==> config.mk <==
export PLATFORM = sky130hd
export DESIGN_NAME = hls_deadlock_monitor_param
export DESIGN_NICKNAME = d
export VERILOG_FILES = /design/src/rtl/hls_deadlock_pkg.sv /design/src/rtl/hls_deadlock_prio_enc.sv /design/src/rtl/hls_deadlock_monitor_param.sv
export SDC_FILE = /design/constraint.sdc
export NUM_CORES = 1
export LEC_CHECK = 0
export ABC_CLOCK_PERIOD_IN_PS = 2440
export CELL_PAD_IN_SITES_DETAIL_PLACEMENT = 1
export CELL_PAD_IN_SITES_GLOBAL_PLACEMENT = 2
export CORE_UTILIZATION = 18
export CTS_CLUSTER_DIAMETER = 80
export CTS_CLUSTER_SIZE = 14
export DETAILED_ROUTE_END_ITERATION = 16
export PLACE_DENSITY_LB_ADDON = 0.1
export SLEW_MARGIN = 5
export SYNTH_ARGS = -nofsm -noshare
export SYNTH_HDL_FRONTEND = slang
export SYNTH_SLANG_ARGS = --single-unit
==> constraint.sdc <==
create_clock -name clock -period 2.44 [get_ports clock]
set_input_delay 0.732 -clock clock [delete_from_list [all_inputs] [get_ports clock]]
set_output_delay 0.732 -clock clock [all_outputs]
set_load 0.1 [all_outputs]
==> src/rtl/hls_deadlock_pkg.sv <==
// Shared types and defaults for the per-process HLS dataflow deadlock monitors.
package hls_deadlock_pkg;

  // Monitor FSM: no candidate / accumulating persistence / deadlock reported
  typedef enum logic [1:0] {
    IDLE    = 2'd0,
    COUNT   = 2'd1,
    BLOCKED = 2'd2
  } state_t;

  localparam int unsigned DEFAULT_THRESHOLD = 1;
  localparam int unsigned DEFAULT_CNT_W     = 16;

  // Ceiling log2 with a floor of 1 so a single-channel index still has a bit
  function automatic int unsigned clog2_min1(input int unsigned n);
    int unsigned w;
    for (w = 1; (64'd1 << w) < 64'(n); w++) begin
    end
    return w;
  endfunction

endpackage

==> src/rtl/hls_deadlock_prio_enc.sv <==
// Lowest-set-bit encoder: reports the index of the lowest asserted input bit.
module hls_deadlock_prio_enc
  import hls_deadlock_pkg::*;
#(
  parameter int unsigned N     = 7,
  parameter int unsigned IDX_W = clog2_min1(N)
) (
  input  logic [N-1:0]     in_vec,
  output logic [IDX_W-1:0] idx,
  output logic             valid
);

  // Scan from the top down so the lowest set bit is the last one written
  always_comb begin
    idx   = '0;
    valid = 1'b0;
    for (int i = int'(N) - 1; i >= 0; i--) begin
      if (in_vec[i]) begin
        idx   = IDX_W'(i);
        valid = 1'b1;
      end
    end
  end

endmodule

==> src/rtl/hls_deadlock_monitor_param.sv <==
// Deadlock monitor for one dataflow process: flags a masked stream block that
// persists THRESHOLD cycles while the region is not fully idle, with a sticky
// first-detection report and a saturating persistence counter for readback.
module hls_deadlock_monitor_param
  import hls_deadlock_pkg::*;
#(
  parameter int unsigned N_AXIS    = 7,
  parameter int unsigned N_INST    = 41,
  parameter int unsigned THRESHOLD = DEFAULT_THRESHOLD,
  parameter int unsigned CNT_W     = DEFAULT_CNT_W,
  parameter int unsigned IDX_W     = clog2_min1(N_AXIS)
) (
  input  logic              clock,
  input  logic              reset,
  input  logic [N_AXIS-1:0] axis_block_sigs,
  input  logic [N_AXIS-1:0] axis_block_mask,
  input  logic [N_INST-1:0] inst_idle_sigs,
  input  logic              clear,
  output logic              block,
  output logic              block_sticky,
  output logic [IDX_W-1:0]  block_idx,
  output logic [CNT_W-1:0]  block_cycles
);

  localparam logic [CNT_W-1:0] CNT_MAX  = {CNT_W{1'b1}};
  localparam logic [CNT_W:0]   THR_WIDE = (CNT_W + 1)'(THRESHOLD);
  localparam bit               ONE_SHOT = (THRESHOLD == 1);

  state_t           state_q, state_next;
  logic [CNT_W-1:0] cnt_q, cnt_next;
  logic [CNT_W:0]   cnt_inc;
  logic             block_q, block_next;
  logic             sticky_q, sticky_next;
  logic [IDX_W-1:0] idx_q, idx_next;

  logic [N_AXIS-1:0] masked;
  logic              all_idle;
  logic              cand;
  logic [IDX_W-1:0]  enc_idx;
  logic              enc_valid;

  // Block candidate: some participating channel stalled and region still busy
  always_comb begin
    masked   = axis_block_sigs & axis_block_mask;
    all_idle = &inst_idle_sigs;
    cand     = (|masked) & ~all_idle;
  end

  hls_deadlock_prio_enc #(
    .N     (N_AXIS),
    .IDX_W (IDX_W)
  ) u_prio_enc (
    .in_vec (masked),
    .idx    (enc_idx),
    .valid  (enc_valid)
  );

  // Next-state, counter and sticky-report logic
  always_comb begin
    state_next  = state_q;
    cnt_next    = '0;
    sticky_next = sticky_q;
    idx_next    = idx_q;
    cnt_inc     = {1'b0, cnt_q} + (CNT_W + 1)'(1);

    if (cand) begin
      cnt_next = (cnt_q == CNT_MAX) ? cnt_q : cnt_q + CNT_W'(1);
    end

    case (state_q)
      IDLE: begin
        if (cand) begin
          state_next = ONE_SHOT ? BLOCKED : COUNT;
        end
      end
      COUNT: begin
        if (!cand) begin
          state_next = IDLE;
        end else if (cnt_inc >= THR_WIDE) begin
          state_next = BLOCKED;
        end
      end
      BLOCKED: begin
        if (!cand) begin
          state_next = IDLE;
        end
      end
      default: state_next = IDLE;
    endcase

    block_next = (state_next == BLOCKED);

    // Clear beats a coincident detection; an unreported ongoing block re-arms
    if (clear) begin
      sticky_next = 1'b0;
      idx_next    = '0;
    end else if (!sticky_q && block_next && enc_valid) begin
      sticky_next = 1'b1;
      idx_next    = enc_idx;
    end
  end

  // State, counter and report registers
  always_ff @(posedge clock) begin
    if (reset) begin
      state_q  <= IDLE;
      cnt_q    <= '0;
      block_q  <= 1'b0;
      sticky_q <= 1'b0;
      idx_q    <= '0;
    end else begin
      state_q  <= state_next;
      cnt_q    <= cnt_next;
      block_q  <= block_next;
      sticky_q <= sticky_next;
      idx_q    <= idx_next;
    end
  end

  assign block        = block_q;
  assign block_sticky = sticky_q;
  assign block_idx    = idx_q;
  assign block_cycles = cnt_q;

endmodule
==> results of run 1 <==
==> power by group through the flow <==
stage	logic (uW)	registers [uW]	clock network, uW
2_1_floorplan	58.4	462	0
3_3_place_gp	254	400	0
3_5_place_dp	255	399	0
4_1_cts	255	390	255
5_1_grt	271	392	273
6_report	255	390	239
==> area by class of cell <==
| cell class | count | share of cell area |
|---|---|---|
| multi-input cells | 132 | 0.3720 |
| flip-flops and latches | 23 | 0.2046 |
| repair buffers | 93 | 0.3471 |
| clock buffers | 4 | 0.01832 |
| well taps | 99 | 0.05038 |
| inverters | 5 | 0.007634 |
==> layout by cell type (no fill, tap or decap), types with 2 or more instances in the layout <==
cell / netlist / final
nor4_1: 7 / 4
nor4_2: 0 / 3
dfxtp_4: 0 / 9
nand3_1: 8 / 7
nand2_1: 18 / 18
clkbuf_8: 0 / 3
inv_1: 5 / 5
dfxtp_2: 0 / 7
mux2i_1: 5 / 5
a31o_2: 3 / 3
xor2_1: 4 / 4
and4_1: 2 / 2
xnor2_1: 10 / 10
clkdlybuf4s50_1: 0 / 57
dfxtp_1: 23 / 7
o21ai_0: 5 / 5
buf_4: 1 / 35
nor2_1: 12 / 12
a21oi_1: 14 / 14
a31oi_1: 4 / 4
a211oi_1: 3 / 3
nand4_1: 13 / 13
and3_1: 2 / 2
nor3_1: 3 / 3
==> state kept, by name, indices dropped and copies added (netlist names) <==
name,cells
block_sticky,1
block,1
state_q,2
block_idx,3
block_cycles,16
==> stage by stage <==
stage / instances / setup WS (ns) / total power (uW)
4_1_cts: 356 / 0.01475 / 901.0
3_5_place_dp: 352 / -0.2822 / 653.9
2_1_floorplan: 168 / -0.002150 / 520.2
5_1_grt: 356 / 0.02398 / 936.3
6_report: 356 / 0.1222 / 884.0
3_3_place_gp: 352 / -0.1812 / 653.8
==> logic make-up (layout without fill, tap and decap cells) <==
group           after synthesis  after routing  synth area share
buf+inv                      13            102           0.04955
fa+ha+maj                     2              2           0.01770
xor+xnor                     14             14           0.08672
mux                           5              5           0.03540
compound gates               35             35            0.1681
simple gates                 76             76            0.3168
flops                        23             23            0.3257
==> worst reg2reg max path, stage by stage, from the launching register on <==
cell     delay [ns]
dfxtp_4        0.38
ha_2           0.20
and3_1         0.21
or3_2          0.40
o21ai_0        0.08
a31oi_1        0.18
nor4b_4        0.35
buf_4          0.19
nor3b_1        0.16
==> per-layer routing <==
metal / part of all wire / routed length, um / GRT usage / vias to the layer above
li1: - / - / - / 803
met1: 0.47 / 2242 / 0.1534 / 728
met2: 0.50 / 2391 / 0.2140 / 25
met3: 0.028 / 136 / 0.02357 / 4
met4: 0.0060 / 29 / 0.02016 / 0
met5: 0 / 0 / 0 / -
==> path summary, 6_finish.rpt <==
path                                          from      endpoint  slack [ns]
worst max-delay path            axis_block_mask[5]  block_idx[1]        0.12
worst min-delay path                  block_idx[1]  block_idx[1]        0.47
worst max register to register     block_cycles[1]    state_q[0]        0.23
worst min register to register        block_idx[1]  block_idx[1]        0.47
==> timing repair <==
action / 4_1_cts / 5_1_grt
resized for setup: 0 / 4
buffers inserted: 0 / 0
endpoints found under the setup margin: 0 / 23
hold buffers: 0 / 0
==> impl_metrics.csv, run 1 <==
group,metric,value,unit
logic_synthesis,yosysMostFrequentCell,"dfxtp_1",
sta,hold_ws,0.4666,ns
setup_path,slowest_stage,"clkdlybuf4s50_1",
power,p_int,625.3,uW
logic_synthesis,syn-instance-count,168,
sta,worst_pin_slew,0.4195,ns
logic_synthesis,yosys-top-cells-count,"dfxtp_1 (23), nand2_1 (18), a21oi_1 (14)",
sta,slew_headroom,0.7204,
finish,multi_input_area,914.6,sq um
route,drtIter0Drc,11,
power,p_seq_frac,0.441,
setup_path,cp_num_cells,8,
min_path,hold_path.class,"flip-flop to flip-flop",
power,clock_power_share,0.271,
setup_path,crit_required,2.64,ns
place,placed_area,0.002390,sq mm
sta,clock.fmax,431.4,MHz
cts,cts.sinks,23,
logic_synthesis,synth_edf_count,0,
logic_synthesis,yosys-top-cells-area,"dfxtp_1 (33%), xnor2_1 (6.2%), nand4_1 (5.8%)",
logic_synthesis,syn_avg_cell_area,8.416,sq um
cts,cts_buffer_depth,2,
floorplan,core_area,0.007408,sq mm
setup_path,critPathTopFamily,"compound AO/OA/AOI/OAI gates",
power,powerDensity,359.6,mW/mm^2
route,ant_nets,0,
sta,period_minus_slack,2.318,ns
power,pwr-share-comb,0.288,
logic_synthesis,syn_nets,228,
cts,clock_latency,0.27,ns
setup_path,critPathMaxFanout,4,
cts,cts_tree,"yes",
route,wl_per_cell,13.48,um
route,drc,0,
grt,grtUsageTotal,0.1213,
setup_path,cp-end-kind,"flip-flop",
cts,clk_pin_slew,0.08,ns
sta,setup_violations,0,
logic_synthesis,synth.distinct_cells,40,
power,leakage,0.0009443,uW
floorplan,ioPinCount,79,
finish,drive_above_1_share,0.2840,
setup_path,max_stage_delay,0.49,ns
grt,grt_max_degree,20,
floorplan,initial_core_util,0.1908,
run,drv_cap,0,
floorplan,die_x,90.63,um
logic_synthesis,ys_seq_area_frac,0.3257,
finish,fin_nets,318,
sta,fin_tns_setup,0,ns
finish,nFillCells,872,
finish,postLayoutCoreUtil,0.3319,
grt,overflow,0,
power,irDropWorstVdd,183.4,uV
sta,hold_violations,0,
route,routed_wl,4799,um
floorplan,die_h,90.63,um
logic_synthesis,synth_top_area_frac,0.3257,
finish,seq_area,503.0,sq um
place,place.gp.congestion,0.6681,
finish,syn_to_final_growth,73.89,%
min_path,worstHoldPathCells,2,
place,hpwlAfterDp,4031,um
cts,cts-root-buf,"clkbuf_8",
setup_path,path_cells,"clkdlybuf4s50_1 -> nand2_1 -> nand3_2 -> a21oi_1 -> a31o_2 -> buf_4 -> a2111oi_4 -> mux2i_1",
logic_synthesis,yosysWarnings,0,
setup_path,path_buf_inv,2,
sta,maxSlewViolCount,0,
grt,antenna_found_initial,0,
sta,period_share,0.9499,
run_status,status,"completed",
floorplan,std_cell_rows,31,
sta,finClkSkew,0.002795,ns
setup_path,critPathArrivalTime,2.52,ns
cts,cts_buffers,3,
grt,grt_pass1_vias,1643,
power,power.share.switching,0.2927,
place,io_buffer_count,78,
logic_synthesis,async_flop_share,0,
cts,htree_levels,1,
setup_path,start_kind,"input port",
logic_synthesis,synthFlopType,"dfxtp_1",
power,switchingPower,258.7,uW
grt,grt_pass1_wl,7990,um
setup_path,r2r.worst_path.cells,8,
logic_synthesis,syn-cell-area,0.001414,sq mm
route,dr.pass1.iters,4,
setup_path,critPathKind,"input port to flip-flop",
finish,diodes,0,
floorplan,die-area,0.008213,sq mm
route,viasPerCell,4.382,
sta,rsz0062_at_grt,"no",
logic_synthesis,synth_top_area_cell,"dfxtp_1",
finish,finalInstanceArea,0.002459,sq mm
logic_synthesis,synth_seq_cells,23,
route,vias,1560,
Power figures use the tool's default switching activity.
==> inputs of run 2 (changes only) <==
--- a/config.mk
+++ b/config.mk
@@ -13,6 +13,7 @@
 export CTS_CLUSTER_SIZE = 14
 export DETAILED_ROUTE_END_ITERATION = 16
 export PLACE_DENSITY_LB_ADDON = 0.1
+export RECOVER_POWER = 100
 export SLEW_MARGIN = 5
 export SYNTH_ARGS = -nofsm -noshare
 export SYNTH_HDL_FRONTEND = slang
==> constraint.sdc (replaced) <==
create_clock -name clock -period 2.44 [get_ports clock]
set_input_delay 0.488 -clock clock [delete_from_list [all_inputs] [get_ports clock]]
set_output_delay 0.488 -clock clock [all_outputs]
set_load 0.1 [all_outputs]
==> impl_metrics.csv, run 2 (same netlist as run 1, synthesis figures left out) <==
group,metric,value,unit
run_status,status,"completed",
finish,layout_commonest_cell,"clkdlybuf4s50_1",
setup_path,max_stage_delay,0.39,ns
grt,grt_pass1_vias,1678,
floorplan,die-area,0.008213,sq mm
cts,cts_tree,"yes",
sta,finClkSkew,0.005408,ns
setup_path,cp-end-kind,"flip-flop",
cts,post_cts_buffers,0,
route,dr.pass1.iters,3,
sta,period_share,0.9385,
setup_path,path_cells,"ha_2 -> buf_4 -> and4_1 -> o31a_2 -> nor2_1 -> nor4_1 -> nor4b_4 -> buf_4 -> nor3b_1",
cts,clk_pin_slew,0.09,ns
sta,fin_tns_setup,0,ns
place,hpwlAfterDp,4090,um
route,drc,0,
floorplan,ioPinCount,79,
finish,syn_to_final_growth,66.64,%
sta,slew_headroom,0.1962,
sta,maxSlewViolCount,0,
grt,grt_max_degree,20,
floorplan,die_h,90.63,um
floorplan,initial_core_util,0.1908,
run,drv_cap,0,
finish,layout_common_cells,"clkdlybuf4s50_1 (56), nand2_1 (18), clkbuf_1 (18), a21oi_1 (14), nand4_1 (13)",
place,placed_area,0.002367,sq mm
finish,fin_cells,353,
cts,cts.sinks,23,
cts,cts_buffers,3,
place,placedCellCount,349,
sta,clock.fmax,436.7,MHz
setup_path,critPathArrivalTime,2.48,ns
route,wl_per_cell,13.75,um
sta,hold_violations,0,
route,viasPerCell,4.414,
setup_path,start_kind,"flip-flop",
min_path,hold_path.class,"flip-flop to flip-flop",
setup_path,crit_top_cell,"buf_4",
grt,grt_pass1_wl,8280,um
place,io_buffer_count,78,
finish,drive_above_1_share,0.2047,
power,irDropWorstVdd,228.0,uV
floorplan,core_area,0.007408,sq mm
route,drtIter0Drc,23,
sta,setup_violations,0,
route,routed_wl,4854,um
setup_path,crit_required,2.63,ns
setup_path,critPathKind,"flip-flop to flip-flop",
grt,grtUsageTotal,0.1250,
cts,holdBufCountCts,0,
finish,finalInstanceArea,0.002356,sq mm
power,powerDensity,369.9,mW/mm^2
grt,overflow,0,
finish,largest_reg_flops,16,
cts,htree_levels,1,
cts,cts-root-buf,"clkbuf_8",
sta,worst_pin_slew,1.211,ns
cts,cts_buffer_depth,2,
power,leakage,0.0008521,uW
setup_path,rrSetupSlack,0.15,ns
cts,clock_latency,0.27,ns
route,ant_nets,0,
grt,antenna_found_initial,0,
place,place.gp.congestion,0.6954,
sta,period_minus_slack,2.290,ns
finish,fin_nets,315,
sta,hold_ws,0.4618,ns
floorplan,die_x,90.63,um
finish,diodes,0,
setup_path,slowest_stage,"dfxtp_4",
route,vias,1558,
setup_path,critPathMaxFanout,7,
floorplan,std_cell_rows,31,
## run 2: final timing paths
check             cells past startpoint       startpoint      endpoint
hold reg to reg                       2     block_idx[1]  block_idx[1]
setup / recovery                      9  block_cycles[1]    state_q[0]
hold / removal                        2     block_idx[1]  block_idx[1]
setup reg to reg                      9  block_cycles[1]    state_q[0]
## run 2: routing by layer
| metal | GRT usage | vias to the layer above | share of wire |
|---|---|---|---|
| li1 | - | 797 | - |
| met1 | 0.1550 | 732 | 0.45 |
| met2 | 0.2235 | 23 | 0.51 |
| met3 | 0.02273 | 6 | 0.029 |
| met4 | 0.02554 | 0 | 0.011 |
| met5 | 0 | - | 0 |
## run 2: stage by stage
stage / util / power, uW / setup slack, ns
floorplan: - / 520.2 / -0.002150
global placement: 0.3195 / 648.4 / 0.06281
detailed placement: 0.3195 / 649.3 / -0.05126
CTS: 0.3258 / 898.6 / 0.07089
global route: 0.3180 / 919.9 / -0.01829
finish: 0.3180 / 871.4 / 0.1500
## run 2: worst max-delay path: cells and delay by family, from the launching register on
| family | cells | cell delay [ns] |
|---|---|---|
| and+or+nand+nor | 5 | 1.10 |
| AOI/OAI and AO/OA | 1 | 0.17 |
| buffers and inverters | 2 | 0.32 |
| DFF | 1 | 0.39 |
| adders and majority gates | 1 | 0.23 |
## run 2: what timing repair did
item	4_1_cts	5_1_grt
endpoints found under the hold margin	0	0
setup endpoints to repair	0	5
gates resized for setup	0	3
## run 2: layout make-up
cell class              instances  area, sq um
multi-input cells             132        908.4
inverters                       5        18.77
well taps                      99        123.9
clock inverters                 1        5.005
repair buffers                 90        755.7
flip-flops and latches         23        503.0
clock buffers                   3        41.29
fillers                       889         5052
## run 2: where the power goes
group          switching, uW  internal, uW  leakage, uW  total, uW
registers               11.4           379     0.000197        390
logic                    122           118     0.000629        240
clock network            127           114    0.0000255        241
